### config.mk
export PLATFORM = sky130hd
export DESIGN_NAME = fifo_axis_framer
export DESIGN_NICKNAME = d
export VERILOG_FILES = /design/src/rtl/fifo_axis_framer.sv
export SDC_FILE = /design/constraint.sdc
export NUM_CORES = 1
export LEC_CHECK = 0
export BUFFER_PORTS_ARGS = -buffer_cell sky130_fd_sc_hd__buf_2
export CAP_MARGIN = 20
export CORE_MARGIN = 2
export CORE_UTILIZATION = 41
export CTS_CLUSTER_SIZE = 8
export DETAILED_ROUTE_END_ITERATION = 12
export GPL_TIMING_DRIVEN = 0
export PLACE_DENSITY = 0.72
export SLEW_MARGIN = 20
export SYNTH_ARGS = -nofsm -noshare
export SYNTH_HDL_FRONTEND = slang
export SYNTH_SLANG_ARGS = --single-unit
### constraint.sdc
create_clock -name clk_0 -period 3.55 [get_ports clk_0]
set_clock_uncertainty 0.05 [all_clocks]
set_input_delay 0.5325 -clock clk_0 [delete_from_list [all_inputs] [get_ports clk_0]]
set_output_delay 0.5325 -clock clk_0 [all_outputs]
set_load 0.02 [all_outputs]
### src/rtl/fifo_axis_framer.sv
// fifo_axis_framer: drains the 64-bit read side of the sample FIFO into fixed-length
// AXI4-Stream frames (tlast on the final beat). Capture starts and stops only on frame
// boundaries. A 2-entry output buffer covers the 1-cycle FIFO read latency so the stream
// can run at one beat per cycle under backpressure.
module fifo_axis_framer #(
  parameter int DATA_W      = 64,
  parameter int FRAME_BEATS = 256,
  parameter int CNT_W       = 32
) (
  input  logic              clk_0,
  input  logic              resetn_0,
  input  logic              enable,
  input  logic              fifo_empty,
  input  logic [DATA_W-1:0] fifo_rd_data,
  output logic              fifo_rd_en,
  output logic [DATA_W-1:0] m_axis_tdata,
  output logic              m_axis_tvalid,
  input  logic              m_axis_tready,
  output logic              m_axis_tlast,
  output logic              busy,
  output logic [CNT_W-1:0]  frame_count
);

  localparam int BW = (FRAME_BEATS > 2) ? $clog2(FRAME_BEATS) : 1;
  localparam logic [BW-1:0] LAST_BEAT = BW'(FRAME_BEATS - 1);

  typedef enum logic [1:0] {IDLE, RUN, STOP} state_t;

  state_t            state_q, state_d;
  logic [DATA_W-1:0] buf0_q, buf0_d, buf1_q, buf1_d;   // buf0 is the stream head
  logic              vld0_q, vld0_d, vld1_q, vld1_d;
  logic              inflight_q, inflight_d;           // read issued last cycle
  logic [BW-1:0]     req_cnt_q, req_cnt_d;
  logic [BW-1:0]     out_cnt_q, out_cnt_d;
  logic [CNT_W-1:0]  frame_cnt_q, frame_cnt_d;

  logic       hs, last_hs, req_open, frame_clear;
  logic [1:0] load;

  assign m_axis_tdata  = buf0_q;
  assign m_axis_tvalid = vld0_q;
  assign m_axis_tlast  = vld0_q && (out_cnt_q == LAST_BEAT);
  assign busy          = (state_q != IDLE);
  assign frame_count   = frame_cnt_q;

  // Read credit: buffered + in-flight words, less the one leaving this cycle, must leave a
  // free slot. Counting the departing beat is what sustains one beat per cycle.
  always_comb begin
    hs       = vld0_q && m_axis_tready;
    last_hs  = hs && (out_cnt_q == LAST_BEAT);
    load     = 2'(vld0_q) + 2'(vld1_q) + 2'(inflight_q) - 2'(hs);
    req_open = (state_q == RUN) || (req_cnt_q != '0);
    fifo_rd_en = !fifo_empty && (state_q != IDLE) && req_open && (load < 2'd2);
  end

  // Output buffer: capture the read data returned this cycle, pop the head on handshake.
  always_comb begin
    buf0_d = buf0_q;
    buf1_d = buf1_q;
    vld0_d = vld0_q;
    vld1_d = vld1_q;
    if (inflight_q) begin
      if (hs) begin
        if (vld1_q) begin
          buf0_d = buf1_q;
          buf1_d = fifo_rd_data;
        end else begin
          buf0_d = fifo_rd_data;
        end
      end else if (!vld0_q) begin
        buf0_d = fifo_rd_data;
        vld0_d = 1'b1;
      end else begin
        buf1_d = fifo_rd_data;
        vld1_d = 1'b1;
      end
    end else if (hs) begin
      buf0_d = buf1_q;
      vld0_d = vld1_q;
      vld1_d = 1'b0;
    end
  end

  // Beat counters for the request and output sides, and the completed-frame counter.
  always_comb begin
    inflight_d  = fifo_rd_en;
    req_cnt_d   = req_cnt_q;
    out_cnt_d   = out_cnt_q;
    frame_cnt_d = frame_cnt_q;
    if (fifo_rd_en) req_cnt_d = (req_cnt_q == LAST_BEAT) ? '0 : req_cnt_q + BW'(1);
    if (hs)         out_cnt_d = (out_cnt_q == LAST_BEAT) ? '0 : out_cnt_q + BW'(1);
    if (last_hs)    frame_cnt_d = frame_cnt_q + CNT_W'(1);
  end

  // Stopping returns to IDLE only once nothing of any frame remains requested, in flight,
  // buffered or partly sent. A read of the next frame issued before the stop was seen
  // makes STOP finish that frame too, so the host never gets a partial record.
  always_comb begin
    frame_clear = !vld0_d && !vld1_d && !fifo_rd_en &&
                  (req_cnt_d == '0) && (out_cnt_d == '0);
    state_d = state_q;
    case (state_q)
      IDLE:    if (enable) state_d = RUN;
      RUN:     if (!enable) state_d = frame_clear ? IDLE : STOP;
      STOP:    if (frame_clear) state_d = IDLE;
      default: state_d = IDLE;
    endcase
  end

  // State registers; reset discards buffered and in-flight data.
  always_ff @(posedge clk_0 or negedge resetn_0) begin
    if (!resetn_0) begin
      state_q     <= IDLE;
      buf0_q      <= '0;
      buf1_q      <= '0;
      vld0_q      <= 1'b0;
      vld1_q      <= 1'b0;
      inflight_q  <= 1'b0;
      req_cnt_q   <= '0;
      out_cnt_q   <= '0;
      frame_cnt_q <= '0;
    end else begin
      state_q     <= state_d;
      buf0_q      <= buf0_d;
      buf1_q      <= buf1_d;
      vld0_q      <= vld0_d;
      vld1_q      <= vld1_d;
      inflight_q  <= inflight_d;
      req_cnt_q   <= req_cnt_d;
      out_cnt_q   <= out_cnt_d;
      frame_cnt_q <= frame_cnt_d;
    end
  end

endmodule

* Yosys cells after proc, flatten, opt, wreduce, memory -nomap -nowiden *
Index checks and enable logic that the tools add are counted.

operators by class
  $add $sub $neg = 6
  order comparisons = 1
  eq/ne operators = 9
  muxes and demuxes = 24
  reduce and logical (&&, ||, !) cells = 25

operator list
  cell                                                   number
  2-to-1 mux 64 bit                                      8
  adder 32 x 1 -> 32 bit, second input constant          1
  2-to-1 mux 8 bit                                       4
  adder 8 x 1 -> 8 bit, second input constant            2
  == test 8 bit, second input constant                   2
  zero test 8 bit                                        2
  logical AND 1 bit                                      10
  2-to-1 mux 2 bit                                       4
  inequality test 2 bit, second input constant           4
  nonzero test 8 bit                                     1
  2-to-1 mux 1 bit                                       7
  case mux 2 bit (3 select lines)                        1
  AND reduction 3 bit                                    2
  nonzero test 2 bit                                     3
  zero test 1 bit                                        4
  adder 1 x 1 -> 2 bit                                   1
  adder 2 x 1 -> 2 bit                                   1
  == test 2 x 1 -> 1 bit, second input constant          1
  == test 2 bit, second input constant                   1
  zero test 2 bit                                        1
  < comparator 2 bit, second input constant              1
  inequality test 2 x 1 -> 1 bit, second input constant  1
  AND reduction 2 bit                                    1
  subtractor 2 x 1 -> 2 bit                              1
  logical OR 1 bit                                       1

storage, ports and cells
  bits in registers = 181
  input bits = 69
  output and inout bits = 100
  word-level logic and storage cells = 74

* Depth between registers and ports, before layout *
  word-level depth = 12
  gate-level depth with buffers = 13
  mapped depth without buffers = 11

* Worst setup path before layout *
OpenSTA, ideal clock, no wires.

  kind = register to register
  start = register vld0_q (netlist: m_axis_tvalid)
  end = register state_q[1]
  arrival = 2855 ps
  data required time = 3368 ps
  slack = 514 ps
  cell stages (with the launch flop) = 14
  buffers on the path = 2
  period minus slack after synthesis = 3036 ps
  cell sequence = dfrtp_1 buf_2 nand2_2 inv_2 buf_2 ha_1 inv_1 ha_1 a21oi_2 xnor2_2 nor3_2 or4_1 nor3_1 a31oi_1

between the ends
  cells in the longest elaborated chain, start to end = 12

ends and longest elaborated chain
  what                                                  RTL line  text
  start, declared                                       31        logic vld0_q, vld0_d, vld1_q, vld1_d;
  start signal, assigned                                126       vld0_q <= vld0_d;
  adder 1 x 1 -> 2 bit                                  51        load = 2'(vld0_q) + 2'(vld1_q) + 2'(inflight_q) - 2'(hs);
  adder 2 x 1 -> 2 bit                                  51
  subtractor 2 x 1 -> 2 bit (*)                         51
  < comparator 2 bit (*)                                53        fifo_rd_en = !fifo_empty && (state_q != IDLE) && req_open && (load < 2'd2);
  logical AND 1 bit (*)                                 53
  net fifo_rd_en                                        15        output logic fifo_rd_en,
  2-to-1 mux 8 bit or zero test 1 bit (tied branches)   90, 99
  zero test 8 bit or logical AND 1 bit (tied branches)  100, 99
  logical AND 1 bit (*)                                 99        frame_clear = !vld0_d && !vld1_d && !fifo_rd_en &&
  logical AND 1 bit (*)                                 100       (req_cnt_d == '0) && (out_cnt_d == '0);
  2-to-1 mux 2 bit (2 in a row)                         104       RUN: if (!enable) state_d = frame_clear ? IDLE : STOP;
  case mux 2 bit (3 select lines)                       102       case (state_q)
  end signal, assigned                                  123       state_q <= state_d;
  end, declared                                         29        state_t state_q, state_d;

Mark *: on every way through the listed nets, which the timed path passes. The rest lies on a longest branch. The select of a mux whose other input is x is not followed.
A chain may end at the register's enable or synchronous reset.

* Worst setup path in the final report *
  start = register vld0_q (netlist: m_axis_tvalid)
  end = output port fifo_rd_en

between the ends
  cells in the longest elaborated chain, start to end = 5

ends and longest elaborated chain
  what                           RTL line
  adder 1 x 1 -> 2 bit           51
  adder 2 x 1 -> 2 bit           51
  subtractor 2 x 1 -> 2 bit (*)  51
  < comparator 2 bit (*)         53
  logical AND 1 bit (*)          53
  end, declared                  15

Mark *: on every way between the ends. The rest lies on a longest branch, timed or not.

==> impl_metrics.ini <==
[outcome]
status = finished, final reports clean

[route]
wl_per_cell_um = 15.50
route.detailed.drc = 0
drt_iter0_drc = 270
vias = 5635
routed_via_density = 4.934
firstDrtPassIters = 4
ant_nets = 0
finalWirelength_mm = 17.71

[die]
die-area_mm2 = 0.02054
die_x_um = 143.3
std_cell_rows = 50
coreArea_mm2 = 0.01889
start_util_pct = 42.12
io_pins = 169
die_h_um = 143.3

[grt]
grt_antenna_before_repair = 3
grt_pass1_vias = 5477
grt_pass1_wl_mm = 28.27
grt_max_degree = 68
grt.total_usage_pct = 17.51
grt_overflow = 0

[final_layout]
drive_gt1_share_pct = 33.30
nFillCells = 1719
syn2layout_area_growth_pct = 23.98
fin_nets = 943
final_cells = 1142

[placed_design]
gp_congestion = 0.7991
dp_hpwl_mm = 12.49
dp_cells = 1105
port-buffer-count = 168
place_ws_ns = 0.1102

[job]
cap_violations = 0

[setup_path]
crit_chain = buf_2 -> nand2_4 -> inv_2 -> buf_2 -> ha_1 -> inv_1 -> ha_1 -> a21oi_2 -> xnor2_4 -> nor3_4 -> buf_2
cp-end-kind = output port
crit_slowest_cell = dfrtp_1
cpMostUsedCell = buf_2
rr_worst_depth = 14
required_ns = 2.97
start_kind = register
r2r_slack_ns = 0.31
worstReg2RegStart = m_axis_tvalid
r2r_end = state_q[1]
crit_arrival_ns = 2.76
crit_type = reg -> out
max_stage_delay_ns = 0.37
crit_fanout = 10

[sta]
setup_ws_ns = 0.2082
min_period_ns = 3.342
period_share_pct = 94.13
hold_viol_final = 0
fmax_ghz = 0.2992
rsz0062_at_grt = false
slew_headroom_pct = 52.78
setup_viol = 0
timing.hold.ws_ns = 0.2932
worst_pin_slew_ns = 0.7024
slew_violations = 0

[clocking]
clk_pin_slew_ns = 0.07
cts_tree = yes
cts_buffer_depth = 2
cts_sinks = 181
cts_buffers = 17
cts_root_buffer = clkbuf_16
clk_latency_ns = 0.42
htree_levels = 4

[worst_hold_path]
hold_start = enable
hp-class = in -> reg
worstHoldEndpoint = state_q[0]
min_delay_path_depth = 2

[logic_synthesis]
synthSimpleGateAreaFrac_pct = 10.83
synth-edff-count = 0
yosysWarnings = 0
synth_top_family_by_area = multiplexers
netlist_top_cells_area = dfrtp_1 (57%), mux2_2 (9.2%), mux2i_1 (8.2%)
seq_area_frac_synth_pct = 56.92
synth_top_cells_by_count = dfrtp_1 (181), nand2_1 (88), o21ai_0 (75)
yosys.area.top_type = dfrtp_1
syn_area_mm2 = 0.007958
synthMuxAreaShare_pct = 17.37
synth_xor_area_share_pct = 4.497
synth_compound_area_share_pct = 6.840
synthMostInstantiatedCell = dfrtp_1
synth_fa_ha_area_share_pct = 1.101
async_flop_share_pct = 100.0
synth_ff_type = dfrtp_1
synth_seq_cells = 181
synth_cell_type_count = 49
netlist_instances = 675
syn-num-nets = 751
yosys.area.top_type_share_pct = 56.92
syn_area_per_cell_um2 = 11.79

[power]
peakVddDrop_mv = 0.3724
p_total_mw = 8.260
p_leak_nw = 5.050
power_density_mw_per_mm2 = 837.3
## worst max-delay path: cells and delay by family (launching register included)
family | cells | cell delay [ns]
AOI/OAI and AO/OA | 1 | 0.24
buffers and inverters | 5 | 0.65
and+or+nand+nor | 2 | 0.38
DFF | 1 | 0.37
adders and majority gates | 2 | 0.55
xor gates and xnor gates | 1 | 0.14
## per-stage QoR
step,TNS (ns),util [%],instance area (µm²)
final,0,52.22,9866
after global routing,0,52.21,9863
after CTS,0,52.00,9824
after detailed placement,0,48.64,9189
after global placement,-191.36,48.29,9124
after floorplan,0,-,7958
## sequential cells by signal, summed over array words and instances (netlist names)
signal and count:
inflight_q 1, vld1_q 1, frame_count 32, m_axis_tvalid 1, m_axis_tdata 64, buf1_q 64, out_cnt_q 8, state_q 2
req_cnt_q 8
## metal layers
layer | global-route usage (%) | vias to the layer above | wire length (µm)
met1 | 24.16 | 2714 | 8413
met5 | 0 | - | 13
met2 | 26.87 | 144 | 7970
met4 | 4.902 | 2 | 221
li1 | - | 2758 | -
met3 | 5.398 | 17 | 1086
## where the power goes
group          internal (mW)  total (mW)  switching, mW  leakage, nW
sequential              2.86        3.28          0.420         2.29
combinational           1.26        3.00           1.74         2.47
clock                   1.17        1.98          0.807        0.297
total                   5.29        8.26           2.97         5.05
## timing repair
item | CTS | global route
endpoints found under the hold margin | 49 | 0
endpoints found under the setup margin | 1 | 1
hold buffers | 1 | 0
pin swaps | 1 | 1
setup buffers | 0 | 2
gates resized for setup | 1 | 3
## how the worst max path moves through the flow
stage | end | cells past startpoint | start | slack [ns]
after global placement | m_axis_tdata[17] | 1 | resetn_0 | -1.07
after detailed placement | fifo_rd_en | 11 | m_axis_tready | 0.11
after CTS | fifo_rd_en | 11 | m_axis_tvalid | 0.03
after floorplan | state_q[1] | 13 | m_axis_tvalid | 0.51
final | fifo_rd_en | 11 | m_axis_tvalid | 0.21
after global routing | fifo_rd_en | 11 | m_axis_tvalid | 0.01
## cell type report
cell class	count	area, µm²	share of cell area, %
Timing Repair Buffer	173	930.9	9.436
Multi-Input combinational cell	448	3262	33.06
Clock buffer	22	474.2	4.807
Tap cell	260	325.3	3.297
Inverter	12	45.04	0.4566
Buffer	34	148.9	1.509
Antenna cell	2	5.005	0.05073
Sequential cell	181	4529	45.91
Clock inverter	10	145.1	1.471
## placed cells by master (no fill, tap or decap), types with 3 or more instances in the layout
| cell type | count |
|---|---|
| buf_2 | 178 |
| a21oi_1 | 6 |
| o21ai_0 | 75 |
| clkbuf_16 | 17 |
| and4_1 | 4 |
| nand4_1 | 9 |
| nor3_2 | 3 |
| clkbuf_8 | 3 |
| buf_4 | 4 |
| nor2_1 | 12 |
| xor2_1 | 11 |
| mux2i_1 | 65 |
| o31ai_1 | 4 |
| xnor2_1 | 28 |
| clkbuf_1 | 22 |
| dfrtp_1 | 181 |
| nand3_1 | 20 |
| mux2_2 | 65 |
| ha_1 | 7 |
| inv_1 | 11 |
| and2_1 | 3 |
| and3_1 | 10 |
| bufinv_16 | 3 |
| nand2_1 | 88 |
| nor3_1 | 4 |
## cell families (layout without fill, tap and decap cells)
group,after synthesis,in the layout
simple gates,173,173
xor+xnor,40,40
compound gates,98,98
other cells,0,2
mux,130,130
buf+inv,46,251
fa+ha+maj,7,7
flops,181,181
Note: power is estimated with default switching activity, not from simulation.
